===== src/rtl/uart_tx_cfg.sv =====
// Parametrised UART transmitter: start bit, DataBits data bits (LSB first), optional parity, 1-2 stop bits.
// Optional feature: parity generation is compiled in only when UART_TX_PARITY_EN is defined.
module uart_tx_cfg #(
  parameter int TicksPerBaud = 104,
  parameter int DataBits     = 8,
  parameter int Parity       = 0,
  parameter int StopBits     = 1
) (
  input  logic                clk_i,
  input  logic                rst_ni,
  input  logic [DataBits-1:0] tx_data_i,
  input  logic                tx_valid_i,
  output logic                tx_ready_o,
  output logic                tx_busy_o,
  output logic                uart_tx_o
);

  localparam int CntW = (TicksPerBaud > 1) ? $clog2(TicksPerBaud) : 1;
  localparam int IdxW = $clog2(DataBits);
  localparam logic [CntW-1:0] CntLast = CntW'(TicksPerBaud - 1);
  localparam logic [IdxW-1:0] IdxLast = IdxW'(DataBits - 1);
  localparam logic            StopLast = 1'(StopBits - 1);

  if (TicksPerBaud < 2 || DataBits < 5 || DataBits > 9 ||
      StopBits < 1 || StopBits > 2 || Parity < 0 || Parity > 2) begin : g_param_check
    $error("uart_tx_cfg: illegal parameter combination");
  end

  typedef enum logic [2:0] {
    IDLE  = 3'd0,
    START = 3'd1,
    DATA  = 3'd2,
    PAR   = 3'd3,
    STOP  = 3'd4
  } state_e;

  state_e              state_r, state_s;
  logic [CntW-1:0]     cnt_r, cnt_s;
  logic [IdxW-1:0]     idx_r, idx_s;
  logic                stop_r, stop_s;
  logic [DataBits-1:0] shift_r, shift_s;
  logic                tx_r, tx_s;
  logic                ready_r, ready_s;
  logic                busy_r, busy_s;
  logic                bit_end_s;

`ifdef UART_TX_PARITY_EN
  localparam bit ParOn = (Parity != 0);
  localparam bit ParOdd = (Parity == 2);

  logic par_r, par_s;

  function automatic logic parity_bit(input logic [DataBits-1:0] word, input logic odd);
    return (^word) ^ odd;
  endfunction
`endif

  // Next-state, counters and next line level; the line is registered from these values.
  always_comb begin
    state_s   = state_r;
    cnt_s     = cnt_r;
    idx_s     = idx_r;
    stop_s    = stop_r;
    shift_s   = shift_r;
    tx_s      = tx_r;
    ready_s   = ready_r;
`ifdef UART_TX_PARITY_EN
    par_s     = par_r;
`endif
    bit_end_s = (cnt_r == CntLast);

    case (state_r)
      IDLE: begin
        cnt_s  = {CntW{1'b0}};
        idx_s  = {IdxW{1'b0}};
        stop_s = 1'b0;
        if (ready_r && tx_valid_i) begin
          state_s = START;
          shift_s = tx_data_i;
          ready_s = 1'b0;
          tx_s    = 1'b0;
`ifdef UART_TX_PARITY_EN
          par_s   = parity_bit(tx_data_i, ParOdd);
`endif
        end else begin
          ready_s = 1'b1;
          tx_s    = 1'b1;
        end
      end
      START: begin
        if (bit_end_s) begin
          state_s = DATA;
          cnt_s   = {CntW{1'b0}};
          tx_s    = shift_r[0];
        end else begin
          cnt_s   = cnt_r + CntW'(1);
        end
      end
      DATA: begin
        if (bit_end_s) begin
          cnt_s = {CntW{1'b0}};
          if (idx_r == IdxLast) begin
`ifdef UART_TX_PARITY_EN
            if (ParOn) begin
              state_s = PAR;
              tx_s    = par_r;
            end else begin
              state_s = STOP;
              tx_s    = 1'b1;
            end
`else
            state_s = STOP;
            tx_s    = 1'b1;
`endif
          end else begin
            // The next bit is the current register's bit 1, i.e. the LSB after the shift.
            idx_s   = idx_r + IdxW'(1);
            shift_s = {1'b0, shift_r[DataBits-1:1]};
            tx_s    = shift_r[1];
          end
        end else begin
          cnt_s = cnt_r + CntW'(1);
        end
      end
      PAR: begin
        if (bit_end_s) begin
          state_s = STOP;
          cnt_s   = {CntW{1'b0}};
          tx_s    = 1'b1;
        end else begin
          cnt_s   = cnt_r + CntW'(1);
        end
      end
      STOP: begin
        if (bit_end_s) begin
          cnt_s = {CntW{1'b0}};
          if (stop_r == StopLast) begin
            state_s = IDLE;
            ready_s = 1'b1;
            tx_s    = 1'b1;
          end else begin
            stop_s  = 1'b1;
          end
        end else begin
          cnt_s = cnt_r + CntW'(1);
        end
      end
      default: begin
        state_s = IDLE;
        cnt_s   = {CntW{1'b0}};
        tx_s    = 1'b1;
        ready_s = 1'b0;
      end
    endcase

    busy_s = (state_s != IDLE);
  end

  // State and output registers with synchronous active-low reset.
  always_ff @(posedge clk_i) begin
    if (!rst_ni) begin
      state_r <= IDLE;
      cnt_r   <= {CntW{1'b0}};
      idx_r   <= {IdxW{1'b0}};
      stop_r  <= 1'b0;
      shift_r <= {DataBits{1'b0}};
      tx_r    <= 1'b1;
      ready_r <= 1'b0;
      busy_r  <= 1'b0;
`ifdef UART_TX_PARITY_EN
      par_r   <= 1'b0;
`endif
    end else begin
      state_r <= state_s;
      cnt_r   <= cnt_s;
      idx_r   <= idx_s;
      stop_r  <= stop_s;
      shift_r <= shift_s;
      tx_r    <= tx_s;
      ready_r <= ready_s;
      busy_r  <= busy_s;
`ifdef UART_TX_PARITY_EN
      par_r   <= par_s;
`endif
    end
  end

  assign uart_tx_o  = tx_r;
  assign tx_ready_o = ready_r;
  assign tx_busy_o  = busy_r;

endmodule


===== config.mk =====
export PLATFORM = sky130hd
export DESIGN_NAME = uart_tx_cfg
export DESIGN_NICKNAME = d
export VERILOG_FILES = /design/src/rtl/uart_tx_cfg.sv
export SDC_FILE = /design/constraint.sdc
export NUM_CORES = 1
export LEC_CHECK = 0
export CORE_MARGIN = 3
export CORE_UTILIZATION = 39
export DETAILED_ROUTE_END_ITERATION = 10
export SLEW_MARGIN = 20
export SYNTH_ARGS = -nofsm -noshare
export SYNTH_HDL_FRONTEND = slang
export SYNTH_SLANG_ARGS = --single-unit

===== constraint.sdc =====
create_clock -name clk_i -period 4.1 [get_ports clk_i]
set_input_delay 0.41 -clock clk_i [delete_from_list [all_inputs] [get_ports clk_i]]
set_output_delay 0.41 -clock clk_i [all_outputs]
set_load 0.01 [all_outputs]

==> impl_metrics.env <==
export IMPL_fmax_ghz=0.441
export IMPL_cp_arrival_ps=2490
export IMPL_cpPeakStageDelay_ps=720
export IMPL_drv_cap=0
export IMPL_period_needed_ps=2270
export IMPL_reg2reg_depth=4
export IMPL_synthAdderAreaFrac=0.0310
export IMPL_switchingPower_mw=0.0996
export IMPL_die_x_um=61.7
export IMPL_critPathTopFamily="simple AND/OR/NAND/NOR gates"
export IMPL_cts_root_buf="clkbuf_4"
export IMPL_yosysWarnings=0
export IMPL_r2r_setup_slack_ps=1830
export IMPL_cts_sinks=25
export IMPL_cts_made_buffers=3
export IMPL_port_buffers=13
export IMPL_synth_top_cell_area_share=0.414
export IMPL_synth_xor_area_frac=0.0362
export IMPL_yosysSeqAreaShare=0.414
export IMPL_power_mw=0.415
export IMPL_grt_first_pass_wirelength_mm=3.93
export IMPL_p_clk_frac=0.262
export IMPL_pwr_share_seq=0.627
export IMPL_avgSynthCellArea_um2=9.68
export IMPL_fillers=294
export IMPL_area_growth_synth_to_final_pct=11.5
export IMPL_die_area_um2=3810
export IMPL_drive_gt1_frac=0.0522
export IMPL_drt_wl_total_mm=2.26
export IMPL_skew_ps=3.76
export IMPL_cp_required_ps=4320
export IMPL_cp_buffers_inverters=0
export IMPL_p_sw_frac=0.240
export IMPL_htree_levels=1
export IMPL_synth_area_leader_cell="dfxtp_1"
export IMPL_die_y_um=61.7
export IMPL_clk_pin_slew_ps=130
export IMPL_crit_type="reg2reg"
export IMPL_diodes=0
export IMPL_wl_per_cell_um=13.7
export IMPL_cts_setup_buffers=0
export IMPL_synth_compound_area_frac=0.201
export IMPL_setup_viol=0
export IMPL_slew_viol_final=0
export IMPL_grt_overflow_total=0
export IMPL_grt_setup_unrepaired="false"
export IMPL_antenna_found_initial=0
export IMPL_ant_nets=0
export IMPL_synthSimpleGateAreaFrac=0.202
export IMPL_cp_end_kind="flop"
export IMPL_cp_cell_sequence="or3b_1, nor4_4, o21ai_0, o311a_1"
export IMPL_synth_cell_types=42
export IMPL_syn_nets=139
export IMPL_hold_end="cnt_r[0]"
export IMPL_finalHoldViolCount=0
export IMPL_slew_headroom=0.428
export IMPL_rows=19
export IMPL_drc=0
export IMPL_io_pins=14
export IMPL_ir_drop_mv=0.221
export IMPL_hp_class="reg2reg"
export IMPL_initial_core_util=0.424
export IMPL_drt_initial_drc_count=41
export IMPL_via_count=923
export IMPL_r2r_start="state_r[1]"
export IMPL_p_leak_nw=0.571
export IMPL_cpMaxStageDelayCell="nor4_4"
export IMPL_holdPathStages=1
export IMPL_synth_top_family_by_area="simple AND/OR/NAND/NOR gates"
export IMPL_yosys_top_cells_area="dfxtp_1, mux2i_1, o311a_1"
export IMPL_muxShareOfSynthArea=0.0662
export IMPL_core_area_um2=2850
export IMPL_reg2reg_to="shift_r[3]"
export IMPL_cp_start_kind="flop"
export IMPL_grt_max_degree=21
export IMPL_cts_resized=0
export IMPL_grt_usage=0.138
export IMPL_pwr_density_cell_nw_per_um2=307
export IMPL_cts_hold_buf=0
export IMPL_via_per_inst=5.59
export IMPL_gp_congestion=0.756
export IMPL_tightest_slew_ps=851
export IMPL_status="completed"
export IMPL_grt_pass1_vias=927
export IMPL_p_comb_frac=0.111
export IMPL_tritoncts="built"
export IMPL_finalCritPeriodShare=0.553
export IMPL_synth_area_um2=1210
export IMPL_p_int_mw=0.315
export IMPL_synth_seq_cells=25
export IMPL_clk_latency_ps=320
export IMPL_drtPass1Iterations=4
export IMPL_hold_start="cnt_r[0]"
export IMPL_synth_cells=125
export IMPL_nets=149
export IMPL_dp_hpwl_mm=1.61
export IMPL_path_max_fanout=20
export IMPL_cts_max_path_buffers=2
export IMPL_tns_ps=0
synthesized netlist by cell type:
| cell type | instances |
|---|---|
| inv_1 | 1 |
| a41o_1 | 1 |
| xor2_1 | 2 |
| buf_4 | 1 |
| o311a_1 | 7 |
| a21boi_1 | 1 |
| o32a_1 | 1 |
| a2bb2oi_1 | 1 |
| a21boi_0 | 1 |
| or3b_1 | 2 |
| nand3_1 | 4 |
| nor4_1 | 1 |
| or2_1 | 1 |
| nand3b_1 | 2 |
| o41ai_2 | 1 |
| and2_1 | 2 |
| nor3b_1 | 1 |
| o31ai_1 | 1 |
| clkbuf_1 | 3 |
| nor3_1 | 2 |
| a21oi_1 | 1 |
| o311ai_1 | 1 |
| buf_6 | 3 |
| o21ai_0 | 10 |
| nor2b_1 | 1 |
| nor2_1 | 10 |
| o21a_1 | 1 |
| a31oi_1 | 1 |
| xnor2_1 | 3 |
| ha_1 | 3 |
| or3_1 | 1 |
| nor2_2 | 1 |
| nand2b_1 | 4 |
| mux2i_1 | 8 |
| buf_2 | 1 |
| dfxtp_1 | 25 |
| nand2_1 | 9 |
| nor4_4 | 1 |
| a211o_1 | 1 |
| o211a_1 | 1 |
| and3_1 | 2 |
| o31a_1 | 1 |
kinds of logic (layout without fill, tap and decap cells):
| family | count (synthesis) | count (layout) |
|---|---|---|
| adders and majority gates | 3 | 3 |
| buffers and inverters | 9 | 18 |
| muxes | 8 | 8 |
| and+or+nand+nor | 44 | 44 |
| xor gates and xnor gates | 5 | 5 |
| DFF | 25 | 25 |
| AOI/OAI and AO/OA | 31 | 31 |
flip-flops by register name, summed over array words and instances, names as in the netlist:
register    cells
shift_r         8
cnt_r           7
idx_r           3
state_r         3
stop_r          1
tx_busy_o       1
tx_ready_o      1
uart_tx_o       1
layout by cell type (no fill, tap or decap), drive strengths merged, types with 3 or more instances in the layout:
cell type,n
nand2,9
clkbuf,3
ha,3
nand2b,4
nand3,4
o21ai,10
o311a,7
mux2i,8
xnor2,3
nor2,11
dfxtp,25
clkdlybuf4s50,13
worst max path at each step:
stage / to / depth (start not counted) / start / slack [ps]
after floorplan: tx_busy_o / 5 / cnt_r[0] / 2450
after global placement: shift_r[7] / 5 / cnt_r[0] / 1910
after detailed placement: shift_r[3] / 4 / state_r[1] / 1820
after CTS: shift_r[3] / 4 / state_r[1] / 1790
after global routing: shift_r[6] / 5 / cnt_r[0] / 1550
final: shift_r[3] / 4 / state_r[1] / 1830
per-layer routing:
metal,global-route usage,vias up,wire length (um)
met4,0.0273,0,14
met3,0.0496,2,88
met5,0,-,0
met1,0.164,428,1090
met2,0.239,14,1070
li1,-,479,-
area by class of cell:
type                       count  area [um^2]  share of cell area
tap                           31         38.8              0.0288
clock inverter                 1         5.00             0.00371
multi-input combinational     91          648               0.481
inverter                       1         3.75             0.00278
clock buffer                   3         22.5              0.0167
sequential                    25          500               0.371
timing repair buffer          13          130              0.0965
power groups by stage:
stage	registers, mW	clock network (mW)	logic [mW]
3_3_place_gp	0.265	0	0.0460
2_1_floorplan	0.265	0	0.0268
6_report	0.260	0.109	0.0462
3_5_place_dp	0.265	0	0.0467
5_1_grt	0.261	0.125	0.0522
4_1_cts	0.260	0.117	0.0471
stage by stage:
stage	util	instances	area, um^2	hold WS [ps]	worst slack, ps
floorplan	-	125	1210	418	2450
global placement	0.463	161	1320	434	1910
detailed placement	0.463	161	1320	438	1820
CTS	0.473	165	1350	468	1790
global route	0.473	165	1350	495	1550
finish	0.473	165	1350	466	1830
Note: power is estimated with default switching activity, not from simulation.
